## config.mk

```make
export PLATFORM = sky130hd
export DESIGN_NAME = alu_wb_seq
export DESIGN_NICKNAME = d
export VERILOG_FILES = /design/src/rtl/alu_wb_seq_pkg.sv /design/src/rtl/alu_wb_seq.sv
export SDC_FILE = /design/constraint.sdc
export NUM_CORES = 1
export LEC_CHECK = 0
export BUFFER_PORTS_ARGS = -buffer_cell sky130_fd_sc_hd__buf_2
export CORE_AREA = 2 2 77 79
export DETAILED_ROUTE_END_ITERATION = 10
export DIE_AREA = 0 0 79 81
export PLACE_DENSITY = 0.59
export SYNTH_ARGS = -nofsm -noshare
export SYNTH_HDL_FRONTEND = slang
export SYNTH_SLANG_ARGS = --single-unit
```

## constraint.sdc

```tcl
create_clock -name clk_i -period 1.7 [get_ports clk_i]
set_input_delay 0.085 -clock clk_i [delete_from_list [all_inputs] [get_ports clk_i]]
set_output_delay 0.085 -clock clk_i [all_outputs]
set_load 0.01 [all_outputs]
```

## src/rtl/alu_wb_seq_pkg.sv

```systemverilog
// Shared types and constants for the ALU writeback sequencer.
package alu_wb_seq_pkg;

  localparam int DATA_W = 16;
  localparam int ADDR_W = 4;
  localparam logic [ADDR_W-1:0] R15_ADDR = 4'hF;

  typedef enum logic [1:0] {
    S_IDLE  = 2'd0,
    S_WR_LO = 2'd1,
    S_WR_HI = 2'd2,
    S_EXC   = 2'd3
  } wb_state_t;

endpackage

```

## src/rtl/alu_wb_seq.sv

```systemverilog
// Writeback sequencer: serialises dual-word ALU results into the single-port
// register file and converts overflow into a precise exception (ALU_WB_OVF_EXCEP_EN).
//
// state   | meaning
// S_IDLE  | nothing pending, ready for a result
// S_WR_LO | writing rdAddr word; holds upstream if an R15 word follows
// S_WR_HI | writing the R15 word of a mult/div
// S_EXC   | overflow exception pulse, result discarded
module alu_wb_seq
  import alu_wb_seq_pkg::*;
(
  input  logic              clk_i,
  input  logic              rst_i,
  input  logic              in_valid_i,
  output logic              in_ready_o,
  input  logic [ADDR_W-1:0] rd_addr_i,
  input  logic [DATA_W-1:0] res_lo_i,
  input  logic [DATA_W-1:0] res_hi_i,
  input  logic              dual_i,
  input  logic              ov_excep_i,
  input  logic [DATA_W-1:0] pc_in_i,
  output logic              rf_we_o,
  output logic [ADDR_W-1:0] rf_addr_o,
  output logic [DATA_W-1:0] rf_data_o,
  output logic              exc_valid_o,
  output logic [DATA_W-1:0] epc_o
);

  wb_state_t         state_q;
  logic              dual_q;
  logic [DATA_W-1:0] hi_q;
  logic              rf_we_q;
  logic [ADDR_W-1:0] rf_addr_q;
  logic [DATA_W-1:0] rf_data_q;
  logic              accept;
  logic              ovf;

`ifdef ALU_WB_OVF_EXCEP_EN
  logic              exc_valid_q;
  logic [DATA_W-1:0] epc_q;

  assign ovf         = ov_excep_i;
  assign exc_valid_o = exc_valid_q;
  assign epc_o       = epc_q;

  always_ff @(posedge clk_i or posedge rst_i) begin
    if (rst_i) begin
      exc_valid_q <= 1'b0;
      epc_q       <= '0;
    end else begin
      exc_valid_q <= accept && ovf;
      if (accept && ovf) epc_q <= pc_in_i;
    end
  end
`else
  logic unused_ovf_inputs;

  assign unused_ovf_inputs = ov_excep_i ^ (^pc_in_i);
  assign ovf               = 1'b0;
  assign exc_valid_o       = 1'b0;
  assign epc_o             = '0;
`endif

  // Ready is a pure state decode so it never depends on in_valid_i.
  always_comb begin
    in_ready_o = 1'b1;
    case (state_q)
      S_WR_LO: in_ready_o = !dual_q;
      S_EXC:   in_ready_o = 1'b0;
      default: in_ready_o = 1'b1;
    endcase
  end

  assign accept = in_valid_i && in_ready_o;

  always_ff @(posedge clk_i or posedge rst_i) begin
    if (rst_i) begin
      state_q   <= S_IDLE;
      dual_q    <= 1'b0;
      hi_q      <= '0;
      rf_we_q   <= 1'b0;
      rf_addr_q <= '0;
      rf_data_q <= '0;
    end else begin
      rf_we_q <= 1'b0;
      state_q <= S_IDLE;
      if (accept) begin
        dual_q <= dual_i;
        hi_q   <= res_hi_i;
        if (ovf) begin
          state_q <= S_EXC;
        end else begin
          state_q   <= S_WR_LO;
          rf_we_q   <= 1'b1;
          rf_addr_q <= rd_addr_i;
          rf_data_q <= res_lo_i;
        end
      end else if (state_q == S_WR_LO && dual_q) begin
        state_q   <= S_WR_HI;
        rf_we_q   <= 1'b1;
        rf_addr_q <= R15_ADDR;
        rf_data_q <= hi_q;
      end
    end
  end

  assign rf_we_o   = rf_we_q;
  assign rf_addr_o = rf_addr_q;
  assign rf_data_o = rf_data_q;

endmodule
```

==> impl_results.md, run 1 <==
- Slew margin rel.: 0.480
- Max FO, Critical Path: 18
- Tcrit/Tclk final: 0.878
- Post-Route Setup TNS: 0 ns
- Final std cells w/o fill: 313
- Flop2flop setup slack: 0.21 ns
- LEAKAGE: 1.14 nW
- # clock sinks: 40
- Distinct cells, synth: 20
- Filler cells: around 580
- Combinational Power Share: 0.295
- Top cell type's share of synthesized area: 0.527
- Initial DRC Count: 48
- Pin count of the biggest net entering global routing: 22
- Skew-Pair Late Insertion Delay: 0.29 ns
- Clk_skew: 0.00750 ns
- Startpoint types: register
- Net Sw Frac: 0.315
- Initial Util: 0.334
- Tot GR Track Use: 0.143
- Max Buffers Root-to-Sink: 2
- Cells after Synth: 170
- Avg WL per Cell: 13.5 µm
- Hold EP: hi_q[13]$_DFFE_PP0P_
- Via count: between 1k and 1.5k
- Io pins: 96
- DRC: 0
- Sequential fraction of the synthesis area: 0.527
- Sequential power share: 0.472
- Crit path time final: approximately 1.5 ns
- Hold path cells: 2
- FFs w/ async S/R, synth: 1.00
- Max Fclk: between 600 and 700 MHz
- Fin. max-slew vios: 0
- Placed cell count: 304
- Int Pwr: 1.89 mW
- Worst EP arrival: around 1.7 ns
- First-pass GRT wire length: 6.99 mm
- FF-to-FF path depth: 4
- Design area: ~0.0024 mm²
- Postcts setup bufs: 0
- Gp weighted congestion: 0.663
- Final-report setup violation count: 0
- Root Buffer Master: clkbuf_8
- Area post-placement: 0.00227 mm²
- Final Hold Violating Endpoints: 0
- Worst slew pin tran: 0.776 ns
- Util after Layout: 0.418
- Number of I/O port buffers: 61
- Number of CTS-inserted buffers: 5
- Clock power share: 0.234
- Origin of the critical flop-to-flop path: dual_q$_DFFE_PP0P_
- Largest area contributor in the netlist: dfrtp_1
- RSZ-0062 raised after global routing: false
- Hold Crit Class: in -> reg
- CTS tree: built
- DR vias/cell: 4.66
- Dpl hpwl: 2.99 mm
- Initial antenna violation count: 0
- FF+latch count, synth: 40
- ANT cells: 0
- H-tree Lvls: 2
- Worst Hold Launch: res_hi_i[13]
- Clk slew on worst S/H paths: 0.08 ns
- Synthesized area per cell: 11.2 µm²
- Post-CTS resize count: 0
- Synth warn: 0
- Area of the multi-input gates: between 600 and 700 µm²
- Max VDD drop: about 0.58 mV
- Layout cells sized above 1: 0.420
- Psw: 872 µW
- Grt ovf: 0
- Reg area: 0.00100 mm²
- First-pass DRT Iterations: 3
- Area of the mapped netlist: 0.00190 mm²
- Fin nets: 294
- P&R area growth vs syn: 24.9%
- Die span in y: 81 µm
- CORE AREA: ~0.0057 mm²
- Die W: approximately 79 µm
- Req. time, crit path: 1.87 ns
- P per Cell Area: 1170 mW/mm²
- Main synth FF type: dfrtp_1
- DIE AREA: 0.00640 mm²
- Count leader, synth: dfrtp_1
- EDFF count, synth: 0
- Drt total wl: 4.22 mm
- Maxcap violations: 0
- Status: finished, final reports clean
- Most frequent cells after synthesis: 40 x dfrtp_1, 20 x buf_4, 20 x nor2_1, 18 x inv_1, 17 x mux2_2
- Critical path class: reg -> reg
- Final Power: 2.77 mW
- Final ANT Viol Nets: 0
- Vias in the first global route: approximately 1.4k
- Reg2reg end: hi_q[12]$_DFFE_PP0P_
- CP Capture Type: register
- Cells taking the most area after synthesis: dfrtp_1 53%, mux2_2 10%, buf_4 7.9%
- Row count: 28
-- worst max-delay path, cell delays in order, from the launching register on --
cell	delay, ns
dfrtp_1	0.45
o21ai_4	0.17
and2_4	0.17
buf_4	0.23
mux2_2	0.36
-- sequential cells by signal, indices dropped and copies added (netlist names) --
| signal | count |
|---|---|
| hi_q | 16 |
| state_q | 2 |
| dual_q | 1 |
| rf_addr_o | 4 |
| rf_we_o | 1 |
| rf_data_o | 16 |
-- power by group through the flow --
stage / Clock [mW] / Combinational [mW] / Sequential [mW]
3_3_place_gp: 0 / 0.803 / 1.32
2_1_floorplan: 0 / 0.489 / 1.36
6_report: 0.646 / 0.815 / 1.30
3_5_place_dp: 0 / 0.829 / 1.32
5_1_grt: 0.715 / 0.912 / 1.34
4_1_cts: 0.675 / 0.830 / 1.31
-- worst max-delay path by stage --
stage | start | to | slack [ns]
finish | dual_q$_DFFE_PP0P_ | hi_q[12]$_DFFE_PP0P_ | 0.21
global route | dual_q$_DFFE_PP0P_ | hi_q[14]$_DFFE_PP0P_ | 0.13
CTS | dual_q$_DFFE_PP0P_ | hi_q[12]$_DFFE_PP0P_ | 0.20
detailed placement | dual_q$_DFFE_PP0P_ | hi_q[12]$_DFFE_PP0P_ | 0.22
global placement | dual_q$_DFFE_PP0P_ | hi_q[13]$_DFFE_PP0P_ | 0.21
floorplan | dual_q$_DFFE_PP0P_ | hi_q[0]$_DFFE_PP0P_ | 0.27
-- cell type report --
class                   count  share of cell area
well taps                  75              0.0396
repair buffers             72               0.180
flip-flops and latches     40               0.422
inverters                  18              0.0285
clock buffers               8              0.0380
multi-input cells         100               0.291
-- cell families after synthesis --
| logic type | count (synthesis) | share of synthesized area |
|---|---|---|
| buf+inv | 46 | 0.140 |
| mux | 17 | 0.101 |
| compound gates | 38 | 0.163 |
| flops | 40 | 0.527 |
| other cells | 1 | 0.00198 |
| simple gates | 28 | 0.0666 |
-- cells in the final DEF, fill, tap and decap left out --
cell and instances:
a221oi_2 4, and2_4 1, conb_1 17, o21ai_0 4, dlygate4sd3_1 1, clkbuf_1 2
mux2_2 17, dfrtp_1 40, clkbuf_8 6, a21o_1 1, nand3_1 4, or2b_1 1
buf_2 61, clkinv_1 1, o22ai_1 16, and3b_1 1, nor2_1 20, a221oi_1 12
buf_4 7, inv_1 17, or2_1 1, buf_12 3, o21ai_4 1
-- stage by stage --
| stage | hold WS, ns | worst slack, ns |
|---|---|---|
| 6_report | 0.0225 | 0.207 |
| 5_1_grt | 0.0134 | 0.129 |
| 3_3_place_gp | 0.172 | 0.214 |
| 3_5_place_dp | 0.170 | 0.219 |
| 2_1_floorplan | 0.223 | 0.271 |
| 4_1_cts | 0.0137 | 0.197 |
-- metal layers --
layer  up-vias  share of wire  global-route usage
li1        691              -                   -
met1       710           0.45               0.182
met2        52           0.47               0.231
met3         6          0.069              0.0500
met4         0          0.013              0.0414
met5         -              0                   0
-- what timing repair did --
| item | in CTS | in global routing |
|---|---|---|
| endpoints found under the hold margin | 19 | 0 |
| setup endpoints to repair | 0 | 0 |
| hold buffers | 1 | 0 |
Power figures use the tool's default switching activity.
==> run 2: changes to the inputs <==
==> constraint.sdc (replaced) <==
create_clock -name clk_i -period 1.7 [get_ports clk_i]
set_input_delay 0.34 -clock clk_i [delete_from_list [all_inputs] [get_ports clk_i]]
set_output_delay 0.34 -clock clk_i [all_outputs]
set_load 0.01 [all_outputs]
==> impl_results.md, run 2 (synthesized netlist as in run 1, its figures left out) <==
- Max FO, Critical Path: 19 (was 18)
- DR vias/cell: 4.67 (was 4.66)
- Number of CTS-inserted buffers: 5 (unchanged)
- # clock sinks: 40 (unchanged)
- Clk_skew: 0.00470 ns (was 0.00750 ns)
- Critical path class: reg -> reg (unchanged)
- RSZ-0062 raised after global routing: false (unchanged)
- Initial Util: 0.334 (unchanged)
- H-tree Lvls: 2 (unchanged)
- Post-Route Setup TNS: 0 ns (unchanged)
- Slew margin rel.: 0.477 (was 0.480)
- Final Hold Violating Endpoints: 0 (unchanged)
- Origin of the critical flop-to-flop path: dual_q$_DFFE_PP0P_ (unchanged)
- Worst slew pin tran: 0.779 ns (was 0.776 ns)
- Buf/Inv on CP: 1 (unchanged)
- Gp weighted congestion: 0.688 (was 0.663)
- Commonest non-fill, non-tap cell in the layout: buf_2 (unchanged)
- Critical Path Slowest Stage Cell: dfrtp_1 (unchanged)
- Hold_ws: 0.0910 ns (was 0.0225 ns)
- Io pins: 96 (unchanged)
- P&R area growth vs syn: 24.7% (was 24.9%)
- Root Buffer Master: clkbuf_8 (unchanged)
- Max Buffers Root-to-Sink: 2 (unchanged)
- LEAKAGE: 1.14 nW (about the same)
- Crit path time final: 1.53 ns (was 1.49 ns)
- Status: finished, final reports clean (unchanged)
- Layout cells sized above 1: 0.419 (was 0.420)
- Reg2reg end: hi_q[1]$_DFFE_PP0P_ (was hi_q[12]$_DFFE_PP0P_)
- Req. time, crit path: 1.87 ns (about the same)
- Fin nets: 292 (was 294)
- Startpoint types: register (unchanged)
- CTS tree: built (unchanged)
- Clk slew on worst S/H paths: 0.08 ns (about the same)
- DRC: 0 (unchanged)
- Final worst slack: 0.175 ns (was 0.207 ns)
- Postcts setup bufs: 0 (unchanged)
- Final ANT Viol Nets: 0 (unchanged)
- Vias in the first global route: 1,483 (was 1,448)
- Tcrit/Tclk final: 0.897 (was 0.878)
- Avg WL per Cell: 13.4 µm (was 13.5 µm)
- Flop2flop setup slack: 0.17 ns (was 0.21 ns)
- Fin. max-slew vios: 0 (unchanged)
- Post-CTS resize count: 0 (unchanged)
- Via count: 1,453 (was 1,459)
- Initial antenna violation count: 0 (unchanged)
- Crit-path leading delay family: flip-flops (unchanged)
- Worst EP arrival: 1.69 ns (was 1.67 ns)
- Maxcap violations: 0 (unchanged)
- Initial DRC Count: 72 (was 48)
- Max VDD drop: 0.522 mV (was 0.580 mV)
- Number of I/O port buffers: 61 (unchanged)
- Commonest non-fill, non-tap cells in the layout: 61 x buf_2, 40 x dfrtp_1, 20 x nor2_1 (unchanged)
- Row count: 28 (unchanged)
- Die W: 79 µm (unchanged)
- ANT cells: 0 (unchanged)
- Grt ovf: 0 (unchanged)
- Max Fclk: 656 MHz (was 670 MHz)
- Dpl hpwl: 2.94 mm (was 2.99 mm)
- Tot GR Track Use: 0.140 (was 0.143)
- DIE AREA: 0.00640 mm² (unchanged)
- CORE AREA: 0.00568 mm² (unchanged)
- Die span in y: 81 µm (unchanged)
- First-pass DRT Iterations: 4 (was 3)
- Final-report setup violation count: 0 (unchanged)
- Filler cells: 569 (was 576)
- Worst path max stage delay: 0.44 ns (was 0.45 ns)
- Crit-path cells: o21ai_4 -> and2_4 -> buf_12 -> mux2_2 (was o21ai_4 -> and2_4 -> buf_4 -> mux2_2)
- CP Capture Type: register (unchanged)
- P per Cell Area: 1170 mW/mm² (about the same)
- Hold Crit Class: in -> async (was in -> reg)
- Dpl ws: 0.193 ns (was 0.219 ns)
- # hold bufs at CTS: 0 (was 1)
- Pin count of the biggest net entering global routing: 23 (was 22)
- FF-to-FF path depth: 4 (unchanged)
- Drt total wl: 4.16 mm (was 4.22 mm)
- Skew-Pair Late Insertion Delay: 0.28 ns (was 0.29 ns)
- First-pass GRT wire length: 7.02 mm (was 6.99 mm)
==> run 2: report_power, final <==
part	switching [mW]	leakage, nW	internal, mW
Clock	0.313	0.0455	0.331
Combinational	0.414	0.633	0.401
Sequential	0.142	0.460	1.16
==> run 2: metal layers <==
| metal | wire length (µm) | up-vias | part of all wire | GRT usage |
|---|---|---|---|---|
| li1 | - | 687 | - | - |
| met1 | 1890 | 712 | 0.45 | 0.189 |
| met2 | 1990 | 52 | 0.48 | 0.220 |
| met3 | 263 | 2 | 0.063 | 0.0400 |
| met4 | 13 | 0 | 0.0031 | 0.0397 |
| met5 | 0 | - | 0 | 0 |
==> run 2: how the worst max path moves through the flow <==
stage | cells after the start | start | slack [ns] | end
floorplan | 4 | dual_q$_DFFE_PP0P_ | 0.27 | hi_q[0]$_DFFE_PP0P_
global placement | 4 | dual_q$_DFFE_PP0P_ | 0.20 | hi_q[1]$_DFFE_PP0P_
detailed placement | 4 | dual_q$_DFFE_PP0P_ | 0.19 | hi_q[0]$_DFFE_PP0P_
CTS | 4 | dual_q$_DFFE_PP0P_ | 0.17 | hi_q[1]$_DFFE_PP0P_
global route | 4 | dual_q$_DFFE_PP0P_ | 0.09 | hi_q[1]$_DFFE_PP0P_
finish | 4 | dual_q$_DFFE_PP0P_ | 0.17 | hi_q[1]$_DFFE_PP0P_
==> run 2: per-stage QoR <==
stage               cells  cell area [µm²]   util  total power [mW]
global route          311             2370  0.417              2.96
finish                311             2370  0.417              2.76
CTS                   311             2370  0.417              2.81
floorplan             186             1960      -              1.85
detailed placement    303             2280  0.401              2.15
global placement      303             2280  0.401              2.13
==> run 2: cell type report <==
type	count	area (µm²)	area share
Multi-Input combinational cell	100	691	0.292
Inverter	18	67.6	0.0286
Sequential cell	40	1000	0.423
Timing Repair Buffer	70	423	0.179
Tap cell	75	93.8	0.0397
Clock buffer	8	90.1	0.0381
